`src/rtl/interp_out_stage_pkg.sv`:
```
// Shared constants and helpers for the interpolator output stage.
// Widths derive from the sample/coefficient sizes so every file agrees on Q-formats.
package interp_out_stage_pkg;

    localparam int SAMPLE_SIZE_DEF = 16;
    localparam int COEFF_SIZE_DEF  = 16;
    localparam int FIFO_DEPTH_DEF  = 4;

    // Accumulator width: product of a Q1.(S-1) sample and a Q1.(C-1) coefficient.
    function automatic int acc_w(input int ss, input int cs);
        return ss + cs;
    endfunction

    // Half an output LSB at accumulator scale, for round-half-up.
    function automatic int rnd_ofs(input int ss);
        return 1 << (ss - 2);
    endfunction

    // Right shift that takes Q2.(ACC_W-2) down to Q1.(SAMPLE_SIZE-1).
    function automatic int q_shift(input int ss);
        return ss - 1;
    endfunction

    function automatic logic [31:0] sat_max(input int ss);
        return (32'd1 << (ss - 1)) - 32'd1;
    endfunction

    function automatic logic [31:0] sat_min(input int ss);
        return 32'd1 << (ss - 1);
    endfunction

endpackage

```
`src/rtl/interp_out_stage_fifo.sv`:
```
// First-word-fall-through output buffer; reports writes dropped while full.
// A pop and a write in the same cycle are both honoured, except on an empty buffer (no bypass).
module sync_fifo #(
    parameter int WIDTH = 16,
    parameter int DEPTH = 4
) (
    input  logic             clk,
    input  logic             nrst,
    input  logic             wr_en,
    input  logic [WIDTH-1:0] wr_data,
    input  logic             rd_en,
    output logic [WIDTH-1:0] rd_data,
    output logic             rd_valid,
    output logic             drop
);
    localparam int AW = $clog2(DEPTH);

    logic [WIDTH-1:0] mem_q [DEPTH];
    logic [WIDTH-1:0] mem_d [DEPTH];
    logic [AW-1:0]    wr_ptr_q, wr_ptr_d, rd_ptr_q, rd_ptr_d;
    logic [AW:0]      count_q, count_d;
    logic             pop, push, full;

    always_comb begin
        pop      = rd_en && (count_q != '0);
        full     = (count_q == (AW+1)'(DEPTH));
        push     = wr_en && (!full || pop);
        drop     = wr_en && full && !pop;
        mem_d    = mem_q;
        wr_ptr_d = wr_ptr_q;
        rd_ptr_d = rd_ptr_q;
        count_d  = count_q;
        if (push) begin
            mem_d[wr_ptr_q] = wr_data;
            wr_ptr_d        = wr_ptr_q + AW'(1);
        end
        if (pop) begin
            rd_ptr_d = rd_ptr_q + AW'(1);
        end
        if (push && !pop) begin
            count_d = count_q + (AW+1)'(1);
        end else if (pop && !push) begin
            count_d = count_q - (AW+1)'(1);
        end
    end

    assign rd_data  = mem_q[rd_ptr_q];
    assign rd_valid = (count_q != '0);

    always_ff @(posedge clk or negedge nrst) begin
        if (!nrst) begin
            for (int i = 0; i < DEPTH; i++) begin
                mem_q[i] <= '0;
            end
            wr_ptr_q <= '0;
            rd_ptr_q <= '0;
            count_q  <= '0;
        end else begin
            mem_q    <= mem_d;
            wr_ptr_q <= wr_ptr_d;
            rd_ptr_q <= rd_ptr_d;
            count_q  <= count_d;
        end
    end

endmodule

```
`src/rtl/interp_out_stage.sv`:
```
// Turns two free-running MAC accumulators into rounded, saturated output samples.
// Stage 1 differences the accumulators, stage 2 rounds/clamps, stage 3 buffers in the FIFO.
module interp_out_stage
    import interp_out_stage_pkg::*;
#(
    parameter int  SAMPLE_SIZE = SAMPLE_SIZE_DEF,
    parameter int  COEFF_SIZE  = COEFF_SIZE_DEF,
    parameter int  FIFO_DEPTH  = FIFO_DEPTH_DEF,
    localparam int ACC_W       = acc_w(SAMPLE_SIZE, COEFF_SIZE)
) (
    input  logic                   clk,
    input  logic                   nrst,
    input  logic [ACC_W-1:0]       acc_a,
    input  logic [ACC_W-1:0]       acc_b,
    input  logic                   snap,
    output logic [SAMPLE_SIZE-1:0] dout,
    output logic                   dout_valid,
    input  logic                   dout_ready,
    output logic                   sat,
    output logic                   ovf,
    input  logic                   clr_flags
);
    // Two guard bits: one for the a+b sum, one for the rounding offset on top of it.
    localparam int SUM_W = ACC_W + 2;
    localparam int SH    = q_shift(SAMPLE_SIZE);
    localparam int RES_W = SUM_W - SH;
    localparam logic [SAMPLE_SIZE-1:0] SAT_MAX = SAMPLE_SIZE'(sat_max(SAMPLE_SIZE));
    localparam logic [SAMPLE_SIZE-1:0] SAT_MIN = SAMPLE_SIZE'(sat_min(SAMPLE_SIZE));

    logic [ACC_W-1:0]         prev_a_q, prev_a_d, prev_b_q, prev_b_d;
    logic [ACC_W-1:0]         d_a_q, d_a_d, d_b_q, d_b_d;
    logic                     v1_q, v1_d, v2_q, v2_d;
    logic [SAMPLE_SIZE-1:0]   samp_q, samp_d;
    logic                     sat_q, sat_d, ovf_q, ovf_d;
    logic signed [SUM_W-1:0]  sum;
    logic signed [RES_W-1:0]  res;
    logic [RES_W-SAMPLE_SIZE:0] upper;
    logic                     sat_evt, drop;

    always_comb begin
        prev_a_d = prev_a_q;
        prev_b_d = prev_b_q;
        d_a_d    = d_a_q;
        d_b_d    = d_b_q;
        v1_d     = snap;
        // Modular subtraction absorbs upstream accumulator wrap-around.
        if (snap) begin
            d_a_d    = acc_a - prev_a_q;
            d_b_d    = acc_b - prev_b_q;
            prev_a_d = acc_a;
            prev_b_d = acc_b;
        end

        sum = $signed({{2{d_a_q[ACC_W-1]}}, d_a_q})
            + $signed({{2{d_b_q[ACC_W-1]}}, d_b_q})
            + $signed(SUM_W'(rnd_ofs(SAMPLE_SIZE)));
        res   = RES_W'(sum >>> SH);
        upper = res[RES_W-1:SAMPLE_SIZE-1];

        v2_d    = v1_q;
        samp_d  = samp_q;
        sat_evt = 1'b0;
        if (v1_q) begin
            // In range only when every bit above the sample MSB copies the sign.
            if ((&upper) || !(|upper)) begin
                samp_d = res[SAMPLE_SIZE-1:0];
            end else begin
                samp_d  = res[RES_W-1] ? SAT_MIN : SAT_MAX;
                sat_evt = 1'b1;
            end
        end

        sat_d = (sat_q && !clr_flags) || sat_evt;
        ovf_d = (ovf_q && !clr_flags) || drop;
    end

    always_ff @(posedge clk or negedge nrst) begin
        if (!nrst) begin
            prev_a_q <= '0;
            prev_b_q <= '0;
            d_a_q    <= '0;
            d_b_q    <= '0;
            v1_q     <= 1'b0;
            v2_q     <= 1'b0;
            samp_q   <= '0;
            sat_q    <= 1'b0;
            ovf_q    <= 1'b0;
        end else begin
            prev_a_q <= prev_a_d;
            prev_b_q <= prev_b_d;
            d_a_q    <= d_a_d;
            d_b_q    <= d_b_d;
            v1_q     <= v1_d;
            v2_q     <= v2_d;
            samp_q   <= samp_d;
            sat_q    <= sat_d;
            ovf_q    <= ovf_d;
        end
    end

    sync_fifo #(
        .WIDTH (SAMPLE_SIZE),
        .DEPTH (FIFO_DEPTH)
    ) u_fifo (
        .clk      (clk),
        .nrst     (nrst),
        .wr_en    (v2_q),
        .wr_data  (samp_q),
        .rd_en    (dout_ready),
        .rd_data  (dout),
        .rd_valid (dout_valid),
        .drop     (drop)
    );

    assign sat = sat_q;
    assign ovf = ovf_q;

endmodule

```
`config.mk`:
```
export PLATFORM = sky130hd
export DESIGN_NAME = interp_out_stage
export DESIGN_NICKNAME = d
export VERILOG_FILES = /design/src/rtl/interp_out_stage_pkg.sv /design/src/rtl/interp_out_stage_fifo.sv /design/src/rtl/interp_out_stage.sv
export SDC_FILE = /design/constraint.sdc
export NUM_CORES = 1
export LEC_CHECK = 0
export CORE_MARGIN = 3
export CORE_UTILIZATION = 35
export DETAILED_ROUTE_END_ITERATION = 7
export PLACE_DENSITY = 0.62
export SETUP_SLACK_MARGIN = 0.05
export SYNTH_ARGS = -nofsm -noshare
export SYNTH_HDL_FRONTEND = slang
export SYNTH_HIERARCHICAL = 1
export SYNTH_SLANG_ARGS = --single-unit
```
`constraint.sdc`:
```
create_clock -name clk -period 3.5 [get_ports clk]
set_input_delay 1.05 -clock clk [delete_from_list [all_inputs] [get_ports clk]]
set_output_delay 1.05 -clock clk [all_outputs]
set_load 0.03 [all_outputs]
```
* Yosys cells after proc, flatten, opt, wreduce, memory -nomap -nowiden
Index checks and enable logic that the tools add are counted.
** Word-level totals
- Flip-flop bits (word level) :: 219
- Bits of input ports :: 69
- Output and inout port bits :: 19
** Operators by class
- $add $sub $neg :: 8
- Magnitude comparators :: 3
- Equal/unequal tests :: 1
- Mux-type cells :: 12
- Bitwise operators :: 2
- Reductions and logical operators :: 22
** Operators with widths (number)
- $mux 16 :: 5
- $bwmux 64 :: 1
- $sub 32x32->32 :: 2
- $add 33x16->34 const B :: 1
- $add 32x32->33 :: 1
- $bmux 16 s2 :: 1
- $demux 16 s2 :: 1
- $logic_and 1x1->1 :: 9
- $ge 3x3->1 const B :: 2
- $mux 3 :: 2
- $not 2->3 :: 2
- $logic_not 1->1 :: 5
- $add 2x1->2 const B :: 2
- $logic_or 1x1->1 :: 4
- $reduce_and 4->1 :: 1
- $reduce_or 4->1 :: 1
- $add 3x1->3 const B :: 1
- $eq 3x3->1 const B :: 1
- $lt 3x1->1 const B :: 1
- $reduce_bool 3->1 :: 1
- $sub 3x1->3 const B :: 1
- $mux 1 :: 2
- $reduce_bool 2->1 :: 1

* Depth between registers and ports, before layout
Gate-level depths: netlist (run 1).
- Depth in word-level cells :: 8
- Depth in mapped cells :: 15

* By module
Netlist (run 1), hierarchy kept.
** Modules (own cells, without submodules)
- interp_out_stage :: times used 1, cells each 1109, area each 10313.6 um2, sequential area each 3703.6 um2
- sync_fifo :: times used 1, cells each 193, area each 3392.0 um2, sequential area each 1776.7 um2

* Least setup slack after synthesis (run 1)
OpenSTA, ideal clock, no wires.
- Kind :: input to register
- Start :: input port acc_b[0]
- End :: register d_b_q[28]
- Setup time :: 69 ps
- Arrival :: 3593 ps
- Slack :: -162 ps
- Stages :: 13
- Path through :: inv_1 -> ha_1 -> fa_1 -> nor2b_1 -> o21ai_2 -> a21boi_1 -> or4_4 -> a32oi_2 -> o21ai_2 -> o2111a_1 -> or3_1 -> a2111o_1 -> nand3_1
** On the way
- Cells in the longest elaborated chain, start to end :: 1
** Ends and longest elaborated chain
- start: declaration :: RTL line interp_out_stage.sv:14 : input logic [ACC_W-1:0] acc_b,
- $sub 32x32->32 :: RTL line interp_out_stage.sv:49 : d_b_d = acc_b - prev_b_q;
- end signal: assignment :: RTL line interp_out_stage.sv:82 : d_b_q <= '0;
- end signal: assignment :: RTL line interp_out_stage.sv:92 : d_b_q <= d_b_d;
- end: declaration :: RTL line interp_out_stage.sv:31 : logic [ACC_W-1:0] d_a_q, d_a_d, d_b_q, d_b_d;
No other way between the ends.
A chain may end at the register's enable or synchronous reset.

* Worst setup path in the final report (run 1)
- Start :: register d_a_q[10]
- End :: register samp_q[7]
** On the way
- Cells in the longest elaborated chain, start to end :: 6
- Elaborated cells between the ends (all ways) :: 8
- Those cells by class :: add/sub: 2; mux: 2; reduce/logical: 4
** Ends and longest elaborated chain
- start: declaration :: RTL line interp_out_stage.sv:31
- start signal: assignment :: RTL line interp_out_stage.sv:81 : d_a_q <= '0;
- start signal: assignment :: RTL line interp_out_stage.sv:91 : d_a_q <= d_a_d;
- $add 32x32->33 * :: RTL line interp_out_stage.sv:55 : + $signed({{2{d_b_q[ACC_W-1]}}, d_b_q})
- $add 33x16->34 * :: RTL line interp_out_stage.sv:56 : + $signed(SUM_W'(rnd_ofs(SAMPLE_SIZE)));
- $reduce_or 4->1 :: RTL line interp_out_stage.sv:65 : if ((&upper) || !(|upper)) begin
- $logic_not 1->1 :: RTL line interp_out_stage.sv:65
- $logic_or 1x1->1 :: RTL line interp_out_stage.sv:65
- $mux 16 * :: RTL line interp_out_stage.sv:65
- end signal: assignment :: RTL line interp_out_stage.sv:95 : samp_q <= samp_d;
- end: declaration :: RTL line interp_out_stage.sv:33 : logic [SAMPLE_SIZE-1:0] samp_q, samp_d;
Mark *: on every way between the ends. The rest lies on a longest branch, timed or not.

==> summary.md, run 1 <==
| Metric | Value |
|---|---|
| Routed WL | `32100 um` |
| Crit-path max FO | `7` |
| EDFF count, synth | `0` |
| Synthesized area per cell | `10.5 um2` |
| Top cells by count, synth | `219 x dfrtp_1, 129 x ha_1, 112 x nand2_1` |
| Vias post-DR | `10528` |
| Total of max-cap violations | `0` |
| First-pass GRT wire length | `52000 um` |
| H-tree levels | `1` |
| CP Class | `flip-flop to flip-flop` |
| # fillers | `3515` |
| Cells after DPL | `2020` |
| Clock sinks | `219` |
| Reg clk slew, reported paths | `60 ps` |
| Antenna-violating nets left | `0` |
| DR pass1 iterations | `7` |
| RR Endpoint | `samp_q[7]$_DFFE_PN0P_` |
| Initial antenna violation count | `0` |
| Yosys warnings | `6` |
| CTS Root Cell | `clkbuf_16` |
| Max Root-Sink Buffers | `3` |
| Period utilization | `97.9%` |
| Path depth of the worst reg2reg path | `14` |
| Die W | `204 um` |
| DRC violation total after the first TritonRoute iteration | `527` |
| GRT Overall Usage | `15.0%` |
| Post-synthesis cell type count | `78` |
| TritonCTS clock tree | `built` |
| Non-Filler Instances | `2072` |
| Number of global-route vias before repair | `10591` |
| Hold_buf cts | `0` |
| Vias per cell | `5.08` |
| Reg2reg start | `d_a_q[10]$_DFFE_PN0P_` |
| Peak supply drop | `0.412 mV` |
| Setup crit end kind | `flip-flop` |
| Post-DP HPWL | `23600 um` |
| Core ar. | `38100 um2` |
| Register Area | `5480 um2` |
| Worst Slack Setup Final | `74.0 ps` |
| Status | `complete, no violations` |
| RSZ-0062 raised after global routing | `yes` |
| Flop2flop setup slack | `70 ps` |
| Setup TNS | `0 ps` |
| Mapped Nets | `1503` |
| Clock latency at the later pin of the worst-skew pair | `550 ps` |
| Leading area contributor after synthesis | `dfrtp_1` |
| Die span in y | `204 um` |
| Synthesized cell area | `13700 um2` |
| CP Launch Type | `flip-flop` |
| Dominant cell by count in the synthesized netlist | `dfrtp_1` |
| Post-layout minimum cycle time | `3430 ps` |
| Final Slew Violations | `0` |
| Crit path from | `d_a_q[10]$_DFFE_PN0P_` |
| Async set-reset flop share out of synthesis | `100%` |
| Final setup viols | `0` |
| Drt drc | `0` |
| Global placement routability congestion | `0.848` |
| Worst Skew | `22.1 ps` |
| Top-area cell type share of the netlist area | `40.0%` |
| Static leakage power | `0.00824 uW` |
| Flops & latches, synth | `219` |
| Worst Path Arrival | `3870 ps` |
| PortBufs | `87` |
| Power Density | `780 nW/um2` |
| Sequential share of the synthesized area | `40.0%` |
| # IOs | `88` |
| Die area | `41600 um2` |
| Final Util | `46.5%` |
| Mapped Cells | `1302` |
| Relative slew slack | `58.0%` |
| Leading post-synthesis cells by cell area | `dfrtp_1 40%, ha_1 12%, mux2_2 5.4%` |
| # rows | `71` |
| HP Class | `primary input to asynchronous set/reset pin` |
| Largest net degree at the start of global routing | `114` |
| Initial Util | `36.0%` |
| Cts bufs inserted | `26` |
| Area of the multi-input gates | `8140 um2` |
| Area Overhead vs Synth | `29.4%` |
| Fmax | `292 MHz` |
| Worst-margin pin slew | `631 ps` |
| Ys flop type | `dfrtp_1` |
| Hold Vio Cnt, Final | `0` |
| N_diodes | `0` |
| WL per Instance | `15.5 um` |
| Ratio of cells with drive above 1 in the final layout | `27.9%` |
| CP required | `3940 ps` |
| Nets | `1747` |
| Aggregate global routing overflow | `0` |
| Pre-CTS setup slack | `-822 ps` |
[power by group]
| part | switching (uW) | internal [uW] | total (uW) |
|---|---|---|---|
| registers | 596 | 3350 | 3950 |
| logic | 3500 | 3740 | 7230 |
| clock network | 1040 | 1600 | 2650 |
| total | 5130 | 8700 | 13800 |
[how the worst max path moves through the flow]
stage,end,slack [ps]
floorplan,d_b_q[28]$_DFFE_PN0P_,-130
global placement,d_b_q[28]$_DFFE_PN0P_,-820
detailed placement,d_b_q[28]$_DFFE_PN0P_,-820
CTS,d_a_q[30]$_DFFE_PN0P_,-7
global route,samp_q[0]$_DFFE_PN0P_,-50
finish,samp_q[7]$_DFFE_PN0P_,70
[flip-flops by register name, summed over array words and instances, names as in the netlist, 2 cells and up]
register,count
samp_q,16
u_fifo/wr_ptr_q,2
d_a_q,32
prev_b_q,32
u_fifo/count_q,3
u_fifo/mem_q,64
u_fifo/rd_ptr_q,2
d_b_q,32
prev_a_q,32
[cell usage in the layout (no fill, tap or decap), types with 9 or more instances in the layout]
cell type        instances
xor2_1                  26
ha_4                    25
nand2b_1                 9
inv_1                   89
nand3_1                 23
ha_1                   101
mux2_4                  41
nand2_1                110
nor2b_1                 11
clkbuf_16               28
dlymetal6s2s_1          18
nor2_1                  61
xnor2_1                 40
mux4_2                  16
o21a_1                  18
a21oi_1                 54
a21o_1                  44
clkdlybuf4s50_1         63
mux2_2                  65
o21ai_2                  9
a211oi_2                20
buf_4                  169
o211ai_1                 9
and3_1                  12
nor3_1                  13
dfrtp_1                219
o21ai_0                 98
[critical path, cell delays in order (launching register included)]
cell,delay [ps]
dfrtp_1,410
ha_4,260
ha_4,260
buf_4,110
a21oi_1,90
o211ai_1,220
o211ai_1,180
nand3b_1,160
or3b_4,400
a31o_1,210
or2_4,260
o311ai_4,300
a21boi_4,130
clkbuf_16,180
a211oi_2,140
[per-stage QoR]
stage | power (uW) | hold slack [ps] | area, um2
5_1_grt | 14800 | 463 | 17700
3_3_place_gp | 10400 | 458 | 16300
4_1_cts | 13400 | 448 | 17200
3_5_place_dp | 10500 | 469 | 16300
2_1_floorplan | 8440 | 374 | 13800
6_report | 13800 | 430 | 17700
[final cells by class]
type	instances	area share, %
clock buffer	36	4.17
clock inverter	7	0.480
inverter	93	2.04
multi-input combinational	944	45.9
sequential	219	30.9
tap	511	3.60
timing repair buffer	262	12.9
[cell families after synthesis]
group,after synthesis,share of synthesized area [%]
DFF,219,40.0
AOI/OAI and AO/OA,335,16.4
buffers and inverters,139,4.68
xor gates and xnor gates,66,4.22
adders and majority gates,132,12.2
and+or+nand+nor,287,9.90
muxes,124,12.6
[what timing repair did]
item	4_1_cts	5_1_grt
setup endpoints to repair	38	39
setup buffers	2	7
pin swaps	14	50
gates resized for setup	18	90
cloned	0	1
hold endpoints to repair	0	0
[per-layer routing]
| metal | track usage, % | part of all wire, % | vias to the layer above |
|---|---|---|---|
| met3 | 2.33 | 3.1 | 47 |
| met1 | 18.7 | 43 | 5182 |
| met4 | 3.66 | 2.4 | 0 |
| li1 | - | - | 5158 |
| met5 | 0 | 0 | - |
| met2 | 27.1 | 51 | 141 |
Power figures use the tool's default switching activity.
==> run 2, diff against run 1 <==
DONT_BUFFER_PORTS = 1   (was unset)
PLACE_DENSITY = 0.59   (was 0.62)
clock period = 3.3 ns   (was 3.5 ns; I/O delays follow)
==> summary.md, run 2 (synthesized netlist as in run 1, its figures left out) <==
| Metric | Value |
|---|---|
| Status | `complete, but fails checks` |
| Violated checks | `negative setup slack` |
| Largest reg by FF count | `u_fifo/mem_q` |
| Hold Vio Cnt, Final | `0` |
| # IOs | `88` |
| Reg2reg start | `d_b_q[13]$_DFFE_PN0P_` |
| DRC violation total after the first TritonRoute iteration | `417` |
| Fmax | `296 MHz` |
| Cells after DPL | `1894` |
| Commonest non-fill, non-tap cell in the layout | `dfrtp_1` |
| Vias post-DR | `9924` |
| RSZ-0062 raised after global routing | `yes` |
| RR Endpoint | `sat$_DFF_PN0_` |
| Non-Filler Instances | `1951` |
| Routed WL | `31400 um` |
| Period utilization | `102%` |
| Setup crit end kind | `flip-flop` |
| Post-DP HPWL | `22500 um` |
| Nets | `1624` |
| # rows | `71` |
| CTS Root Cell | `clkbuf_16` |
| Area Overhead vs Synth | `21.3%` |
| Reg clk slew, reported paths | `60 ps` |
| Initial Util | `36.0%` |
| PortBufs | `0` |
| Ratio of cells with drive above 1 in the final layout | `27.3%` |
| Die area | `41600 um2` |
| # fillers | `3578` |
| Flop2flop setup slack | `-70 ps` |
| CP required | `3730 ps` |
| Max Root-Sink Buffers | `3` |
| Hold_buf cts | `0` |
| Antenna-violating nets left | `0` |
| Cts bufs inserted | `27` |
| CP Launch Type | `flip-flop` |
| Crit-path max FO | `2` |
| Worst Slack Setup Final | `-72.9 ps` |
| Register Area | `5480 um2` |
| Total of max-cap violations | `0` |
| Max reg flops | `64` |
| Global placement routability congestion | `0.831` |
| Worst-margin pin slew | `1060 ps` |
| Clock sinks | `219` |
| Pwr Total | `14700 uW` |
| Worst Path Arrival | `3800 ps` |
| WL per Instance | `16.1 um` |
| First-pass GRT wire length | `51900 um` |
| Drt drc | `0` |
| Power Density | `884 nW/um2` |
| Vias per cell | `5.09` |
| Core ar. | `38100 um2` |
| Worst Skew | `10.9 ps` |
| Initial antenna violation count | `0` |
| Commonest cells after routing, fill and taps aside | `219 x dfrtp_1, 135 x buf_4, 110 x nand2_1` |
| Final Slew Violations | `0` |
| Relative slew slack | `29.1%` |
| H-tree levels | `1` |
| Post-layout minimum cycle time | `3370 ps` |
| Fin Hold WS | `144 ps` |
| Aggregate global routing overflow | `0` |
| Cell area after layout | `16600 um2` |
| Post-DP Area | `15100 um2` |
| Final setup viols | `16` |
| CP Class | `flip-flop to flip-flop` |
| Setup TNS | `-822 ps` |
| HP Class | `primary input to asynchronous set/reset pin` |
| Static leakage power | `0.00755 uW` |
| TritonCTS clock tree | `built` |
| N_diodes | `0` |
| Path depth of the worst reg2reg path | `13` |
| Die span in y | `204 um` |
| Die W | `204 um` |
| DR pass1 iterations | `5` |
| Area of the multi-input gates | `8150 um2` |
| Clock latency at the later pin of the worst-skew pair | `550 ps` |
| Peak supply drop | `0.494 mV` |
| Number of global-route vias before repair | `10143` |
| Largest net degree at the start of global routing | `220` |
| GRT Overall Usage | `15.0%` |
run 2: layout make-up:
class                   instances  share of cell area (%)
well taps                     511                    3.85
flip-flops and latches        219                    33.0
clock buffers                  38                    4.67
multi-input cells             944                    49.0
inverters                      93                    2.17
clock inverters                 8                   0.888
repair buffers                138                    6.43
run 2: critical path, stage by stage (launching register included):
cell	delay, ps
dfrtp_1	430
ha_4	270
ha_4	260
nand4_1	170
a2111oi_4	230
o21ai_2	130
nand3b_1	130
or3b_4	400
a31o_1	200
or2_4	260
o311ai_4	320
a21boi_1	120
buf_4	160
a21o_1	150
run 2: timing repair:
action	in CTS	in global routing
pin swaps	7	38
gates cloned	0	1
setup endpoints to repair	16	17
gates resized for setup	17	52
buffers inserted	2	8
run 2: how the worst max path moves through the flow:
stage	start	endpoint	slack, ps
CTS	d_a_q[7]$_DFFE_PN0P_	samp_q[14]$_DFFE_PN0P_	-120
global placement	acc_b[0]	d_b_q[28]$_DFFE_PN0P_	-350
floorplan	acc_b[0]	d_b_q[28]$_DFFE_PN0P_	-270
finish	d_b_q[13]$_DFFE_PN0P_	sat$_DFF_PN0_	-70
global route	d_a_q[14]$_DFFE_PN0P_	sat$_DFF_PN0_	-180
detailed placement	acc_b[0]	d_b_q[28]$_DFFE_PN0P_	-360
run 2: routing by layer:
metal	global-route usage [%]	vias up	part of all wire (%)
met5	0	-	0
met4	2.88	0	1.7
met3	2.98	36	3.6
met2	26.9	135	51
met1	19.0	4829	44
li1	-	4924	-
run 2: report_power, final:
group / switching, uW / leakage (uW) / internal (uW)
combinational: 3610 / 0.00447 / 3800
clock: 1140 / 0.000455 / 1940
sequential: 657 / 0.00262 / 3560
total: 5400 / 0.00755 / 9290
run 2: stage by stage:
stage / utilization [%] / setup slack, ps
finish: 43.6 / -72.9
global route: 43.6 / -180
CTS: 42.3 / -120
detailed placement: 39.6 / -361
global placement: 39.6 / -352
floorplan: - / -266
==> run 3, diff against run 2 <==
CORE_ASPECT_RATIO = 1.4   (was unset)
CORE_UTILIZATION = 40   (was 35)
PLACE_DENSITY = 0.64   (was 0.59)
==> summary.md, run 3 (synthesized netlist as in run 1, its figures left out) <==
| Metric | Value |
|---|---|
| Number of global-route vias before repair | `10280` |
| Reg2reg start | `d_a_q[10]$_DFFE_PN0P_` |
| N_diodes | `0` |
| Total of max-cap violations | `0` |
| HP Class | `primary input to asynchronous set/reset pin` |
| Die area | `36600 um2` |
| GRT Overall Usage | `16.9%` |
| Power Density | `859 nW/um2` |
| Period utilization | `104%` |
| Commonest cells after routing, fill and taps aside | `219 x dfrtp_1, 117 x buf_4, 115 x ha_1` |
| Clock sinks | `219` |
| Setup crit end kind | `flip-flop` |
| RSZ-0062 raised after global routing | `yes` |
| Crit path from | `d_a_q[10]$_DFFE_PN0P_` |
| WL per Instance | `16.6 um` |
| # rows | `79` |
| Global placement routability congestion | `0.893` |
| # fillers | `3080` |
| Relative slew slack | `28.3%` |
| Final Slew Violations | `0` |
| Max Root-Sink Buffers | `3` |
| Post-DP HPWL | `22400 um` |
| Antenna-violating nets left | `0` |
| Peak supply drop | `0.504 mV` |
| Slowest stage delay, CP | `410 ps` |
| Final setup viols | `16` |
| CP Launch Type | `flip-flop` |
| Initial Util | `40.9%` |
| DR top layer | `met4` |
| CP required | `3740 ps` |
| Vias post-DR | `9971` |
| # IOs | `88` |
| First-pass GRT wire length | `51000 um` |
| Post-layout minimum cycle time | `3420 ps` |
| DR pass1 iterations | `4` |
| Worst Path Arrival | `3860 ps` |
| Crit-path max FO | `8` |
| Largest net degree at the start of global routing | `220` |
| Reg clk slew, reported paths | `60 ps` |
| Cells along the critical path | `ha_1 > ha_4 > nand2_2 > a2111oi_4 > o21ai_2 > nand3b_1 > or3b_4 > a31o_1 > or2_4 > o311ai_4 > a21boi_4 > buf_12 > a211oi_2` |
| Die span in y | `225 um` |
| Worst Skew | `8.39 ps` |
| Fmax | `292 MHz` |
| Hold_buf cts | `0` |
| Top Family by Delay on Critical Path | `compound AO/OA/AOI/OAI gates` |
| Nets | `1606` |
| Cell area after layout | `16000 um2` |
| Worst Slack Setup Final | `-125 ps` |
| Setup TNS | `-1630 ps` |
| Commonest non-fill, non-tap cell in the layout | `dfrtp_1` |
| Final Util | `47.9%` |
| Cts bufs inserted | `25` |
| Die W | `162 um` |
| DRC violation total after the first TritonRoute iteration | `542` |
| Initial antenna violation count | `0` |
| Violated checks | `negative setup slack` |
| H-tree levels | `1` |
| Hold Vio Cnt, Final | `0` |
| Largest reg by FF count | `u_fifo/mem_q` |
| Clock latency at the later pin of the worst-skew pair | `530 ps` |
| CP bufs+invs | `1` |
| Crit-path slowest cell | `dfrtp_1` |
| Drt drc | `0` |
| CP Class | `flip-flop to flip-flop` |
| Post-DP Area | `15000 um2` |
| Met3 Wirelength | `1180 um` |
| Aggregate global routing overflow | `0` |
| Core ar. | `33500 um2` |
| Routed WL | `30900 um` |
| Met2 wire len | `16700 um` |
| Vias per cell | `5.34` |
| Area Overhead vs Synth | `17.0%` |
| PortBufs | `0` |
| Max reg flops | `64` |
| Status | `complete, but fails checks` |
| Static leakage power | `0.00741 uW` |
| Ratio of cells with drive above 1 in the final layout | `24.5%` |
| Worst-margin pin slew | `1080 ps` |
| TritonCTS clock tree | `built` |
| Wl on met1 | `12000 um` |
| CTS Root Cell | `clkbuf_16` |
-- run 3: per-layer routing --
metal	vias to the layer above	global-route usage (%)
li1	4872	-
met2	136	32.2
met4	0	6.08
met5	-	0
met1	4897	18.8
met3	66	2.74
-- run 3: what timing repair did --
item,CTS,global route
endpoints found under the setup margin,16,17
buffers inserted,3,3
gates resized for setup,16,20
cloned,0,1
pin swaps,10,10
-- run 3: metrics by stage --
stage	total power [uW]	hold WS, ps	setup WS (ps)	std cells
global placement	10500	466	-319	1818
CTS	13600	145	-134	1863
floorplan	8960	374	-266	1302
global route	14700	136	-289	1867
finish	13800	172	-125	1867
detailed placement	10600	475	-328	1818
-- run 3: area by class of cell --
class	count	area (um2)	share of cell area (%)
inverters	93	362	2.25
well taps	445	557	3.47
repair buffers	122	966	6.02
clock buffers	32	692	4.31
clock inverters	12	109	0.679
multi-input cells	944	7870	49.1
flip-flops and latches	219	5480	34.2
-- run 3: report_power, final --
part	switching, uW	total [uW]	internal, uW
registers	653	4210	3550
logic	3390	6870	3480
clock network	1130	2690	1560
total	5170	13800	8600
-- run 3: path summary, 6_finish.rpt --
| kind | end | slack (ps) | depth (start not counted) |
|---|---|---|---|
| min in group clk | u_fifo/count_q[2]$_DFFE_PN0P_ | 490 | 1 |
| hold / removal | u_fifo/mem_q[56]$_DFFE_PN0P_ | 170 | 0 |
| setup / recovery | samp_q[0]$_DFFE_PN0P_ | -120 | 13 |
| max in group asynchronous | d_a_q[21]$_DFFE_PN0P_ | 2710 | 0 |
| hold reg to reg | u_fifo/count_q[2]$_DFFE_PN0P_ | 490 | 1 |
| setup reg to reg | samp_q[0]$_DFFE_PN0P_ | -120 | 13 |
==> edit 1: new RTL, settings of run 2 <==
Set the package constant `SAMPLE_SIZE_DEF` to 8 (it was 16).
--- a/src/rtl/interp_out_stage_pkg.sv
+++ b/src/rtl/interp_out_stage_pkg.sv
@@ -4,3 +4,3 @@
 
-    localparam int SAMPLE_SIZE_DEF = 16;
+    localparam int SAMPLE_SIZE_DEF = 8;
     localparam int COEFF_SIZE_DEF  = 16;
Ports: changed (resized acc_a, acc_b and dout); port bits go from 88 to 64. No check against the original RTL was run, so the function may have changed too.
==> edit 1 against run 2 <==
The flow still finishes with violations (negative setup slack). Utilization shrank 1.4 points. Synthesized cell count shrank 28%. Design area shrank 31%. Area after synthesis shrank 29%. Sequential cell count shrank 72. Non-clock buffer count shrank 51. Fmax shrank 13%. Power shrank 30%. Setup slack lost 0.49 ns. Routed wire length shrank 36%. Count of clock-buffer cells in the layout shrank 18. Highest routed layer unchanged.
==> edit 1: results (changes against run 2) <==
metric	value	unit	change
grt_pass1_wl	34200	um	-34%
post_dp_cell_area	10700	um2	-29%
synth_common_cells	dfrtp_1 (147), ha_1 (97), inv_1 (93)		
synth_cell_types	71		-9.0%
nFillCells	2589		-28%
drive_above_1_share	25.7	%	-1.6 points
slew_headroom	59.2	%	+30 points
gp_congestion	0.822		-1.1%
setup_slack	-0.559	ns	-0.486 ns
failed_checks	negative setup slack		
synthCells	941		-28%
p_leak	5.39	nW	-29%
grt_max_degree	148		-33%
first_iter_violations	335		-20%
fin_cells	1371		-30%
setup_viol	8		-8
largest_reg_flops	32		-50%
cts_buffers	17		-37%
p_sw	3.99	mW	-26%
tns	-3.10	ns	-2.28 ns
htreeDepth	4		+3
grt_pass1_vias	6836		-33%
dp.cells	1337		-29%
cts_buffer_depth	2		-1
max_stage_delay	0.50	ns	+0.07 ns
hpwlAfterDp	15000	um	-34%
cp-startpoint	d_a_q[4]		
status	finished, violations left		
slowest_stage	or4b_1		
synthTopCellsByArea	dfrtp_1 (38%), ha_1 (13%), mux2_2 (5.1%), mux2_4 (5.0%), o21ai_0 (3.7%)		
synth_nets	1094		-27%
fin_nets	1170		-28%
wirelength	20200	um	-36%
clk_latency	0.44	ns	-0.11 ns
cp.arrival	4.18	ns	+0.38 ns
reg2regPathDepth	14		+1
vias	6862		-31%
critPathTopFamily	simple AND/OR/NAND/NOR gates		
vdd_drop_max	0.456	mV	-7.7%
dp_slack	-0.525	ns	-0.164 ns
## edit 1: cell families after synthesis
logic type	share of synthesized area [%]
AO/OA/AOI/OAI	15.3
XOR/XNOR	5.07
adder cells (fa/ha/maj)	13.2
buffers and inverters	5.25
flip-flops	38.0
multiplexers	12.7
AND/OR/NAND/NOR	10.5
## edit 1: worst min-delay path by stage
stage,to,slack [ns]
floorplan,v2_q,0.39
global placement,u_fifo/count_q[2],0.48
detailed placement,u_fifo/count_q[2],0.49
CTS,u_fifo/count_q[1],0.24
global route,u_fifo/count_q[1],0.23
finish,u_fifo/mem_q[26],0.27
## edit 1: power groups by stage
stage,clock (mW),combinational [mW],sequential [mW]
6_report,1.91,5.65,2.72
5_1_grt,2.04,6.26,2.80
4_1_cts,1.96,5.53,2.72
3_5_place_dp,0,5.45,2.75
3_3_place_gp,0,5.41,2.73
2_1_floorplan,0,4.00,2.56
## edit 1: routing by layer
layer	global-route usage [%]	routed length, um	up-vias
li1	-	-	3482
met1	19.6	9770	3253
met2	22.4	9110	110
met3	4.37	1130	17
met4	3.75	221	0
met5	0	0	-
## edit 1: repair_timing
item / CTS / global route
cloned: 0 / 0
setup buffers: 1 / 1
setup endpoints to repair: 10 / 14
gates resized for setup: 4 / 21
pin swaps: 2 / 10
## edit 1: final cells by class
class / count / share of cell area (%)
Clock buffer: 20 / 4.00
Clock inverter: 12 / 1.07
Inverter: 93 / 3.19
Tap cell: 341 / 3.74
Timing Repair Buffer: 87 / 5.83
Sequential cell: 147 / 32.2
Multi-Input combinational cell: 671 / 49.9
==> edit 2: new RTL, config.mk and constraints of run 2 <==
Made on the original files. Register the output `ovf` once more, with the module's reset; this adds one clock of latency there. The other outputs are not delayed to match.
--- a/src/rtl/interp_out_stage.sv
+++ b/src/rtl/interp_out_stage.sv
@@ -115,3 +115,9 @@
     assign sat = sat_q;
-    assign ovf = ovf_q;
+    always_ff @(posedge clk or negedge nrst) begin
+        if (!nrst) begin
+            ovf <= '0;
+        end else begin
+            ovf <= ovf_q;
+        end
+    end
 
Behaviour: not the same (Yosys sat finds a counterexample within 10 cycles, from zero or initial values and one cycle with nrst low).
==> edit 2 against run 2 <==
The flow still finishes with violations (negative setup slack). Count of clock-buffer cells in the layout down 5. Die area barely moved. Sequential cell count up 1. Design area is 0.62% higher. Utilization is 0.27 points higher. Sequential power barely moved. Power up 1.4%. Routed wire length up 0.55%. Fmax decreased by 1.1%. Setup slack worse by 0.039 ns. Area after synthesis hardly changed. Highest routed layer unchanged.
==> edit 2: results (changes against run 2) <==
metric	value	unit	change
dp_slack	-0.342	ns	+0.0189 ns
hpwlAfterDp	22700	um	+0.92%
clk_latency	0.54	ns	
clockRootBuffer	clkbuf_16		
critPathTopFamily	simple AND/OR/NAND/NOR gates		
status	finished, violations left		
path_max_fanout	6		+4
syn_area	13700	um2	about the same
tightest_slew	1.07	ns	+0.00455 ns
failed_checks	negative setup slack		
diodes	0		unchanged
yosysWarnings	6		unchanged
cts_buffers	26		-3.7%
setup_viol	16		unchanged
vdd_drop_max	0.505	mV	+2.1%
grt_pass1_wl	52600	um	+1.3%
grt_pass1_vias	10218		+0.74%
cts_buffer_depth	3		unchanged
wl_per_cell	16.1	um	about the same
wirelength	31600	um	+0.55%
dp.cells	1909		+0.79%
max_stage_delay	0.45	ns	+0.02 ns
synthTopCellsByArea	dfrtp_1 (40%), ha_1 (12%), mux2_2 (5.4%), mux2_4 (4.4%), o21ai_0 (3.8%)		
slowest_stage	or3_4		
grt_max_degree	221		+0.45%
syn_avg_cell_area	10.5	um2	-0.22%
clk_transition_reported_paths	0.06	ns	about the same
dr.pass1.iters	5		unchanged
regMostFlops	u_fifo/mem_q		
largest_reg_flops	64		unchanged
synth_nets	1507		+0.27%
skew	0.0143	ns	+0.00341 ns
r2r_start	d_b_q[19]		
hold_path.class	input pin to async pin		
nFillCells	3587		+0.25%
synth_cell_types	74		-5.1%
tns	-1.31	ns	-0.489 ns
setup_slack	-0.112	ns	-0.0392 ns
gp_congestion	0.872		+4.9%
post_drt_via_cell_ratio	5.13		+0.89%
gr-usage-all-layers	15.2	%	+0.18 points
yosys_most_used_dff	dfrtp_1		
synth-seq-area-share	40.1	%	+0.15 points
p_leak	7.63	nW	+1.1%
async_flop_share	100	%	unchanged
htreeDepth	1		unchanged
synth_common_cells	dfrtp_1 (220), ha_1 (129), nand2_1 (110)		
cp-startpoint	d_b_q[19]		
switching_share	36.8	%	about the same
io_buffer_count	0		unchanged
antenna_found_initial	0		unchanged
fin_nets	1636		+0.74%
drive_above_1_share	27.8	%	+0.46 points
first_iter_violations	569		+36%
edit 2: cell count changes in the layout (fill, tap and decap cells not counted), moves of 4 or more:
cell and delta:
nor2_1 -16, o22ai_1 +14, a211oi_2 -13, a21oi_2 +11
ha_1 +9, ha_4 -9, buf_4 +8, nor2b_1 +4
edit 2: worst register-to-register path, delay by kind of cell (launching register included):
family / cells / cell delay [ns]
DFF: 1 / 0.42
and+or+nand+nor: 6 / 1.27
adders and majority gates: 2 / 0.52
AOI/OAI and AO/OA: 4 / 0.62
buffers and inverters: 3 / 0.49
edit 2: metal layers:
layer	track usage (%)	vias up	part of all wire, %
li1	-	4967	-
met1	19.3	4926	44
met2	27.2	141	50
met3	3.04	40	4.5
met4	2.75	0	1.7
met5	0	-	0
edit 2: repair_timing:
action                     CTS  global route
cloned                       1             1
pin swaps                   12            11
setup endpoints to repair   16            21
resized for setup           45            20
hold buffers                 0             0
buffers inserted             6             1
edit 2: logic make-up after synthesis:
kind of cell	after synthesis	share of synthesized area, %
compound gates	342	16.2
simple gates	284	10.1
flops	220	40.1
buf+inv	138	4.63
fa+ha+maj	132	12.2
mux	124	12.6
xor+xnor	66	4.21
edit 2: final timing paths:
check                              endpoint  slack [ns]  depth (start not counted)
min in group clk                        ovf        0.38                          0
hold / removal             u_fifo/mem_q[59]        0.16                          0
setup reg to reg                 samp_q[14]       -0.11                         15
max in group asynchronous          d_a_q[3]        2.77                          0
hold reg to reg                         ovf        0.38                          0
setup / recovery                 samp_q[14]       -0.11                         15
edit 2: cell type report:
class	instances	share of cell area [%]
flip-flops and latches	220	32.9
repair buffers	150	7.22
multi-input cells	948	48.4
well taps	511	3.82
clock buffers	33	4.41
clock inverters	12	1.14
inverters	89	2.07
edit 2: metrics by stage:
stage | cell area [um2] | util [%]
after floorplan | 13800 | -
after global placement | 15300 | 40.1
after detailed placement | 15300 | 40.1
after CTS | 16600 | 43.5
after global routing | 16700 | 43.9
final | 16700 | 43.9
edit 2: power by group through the flow:
stage	logic, mW	registers [mW]	clock network (mW)
floorplan	5.07	3.96	0
global placement	6.61	4.18	0
detailed placement	6.73	4.23	0
CTS	7.32	4.21	3.19
global route	8.29	4.32	3.31
finish	7.60	4.21	3.10
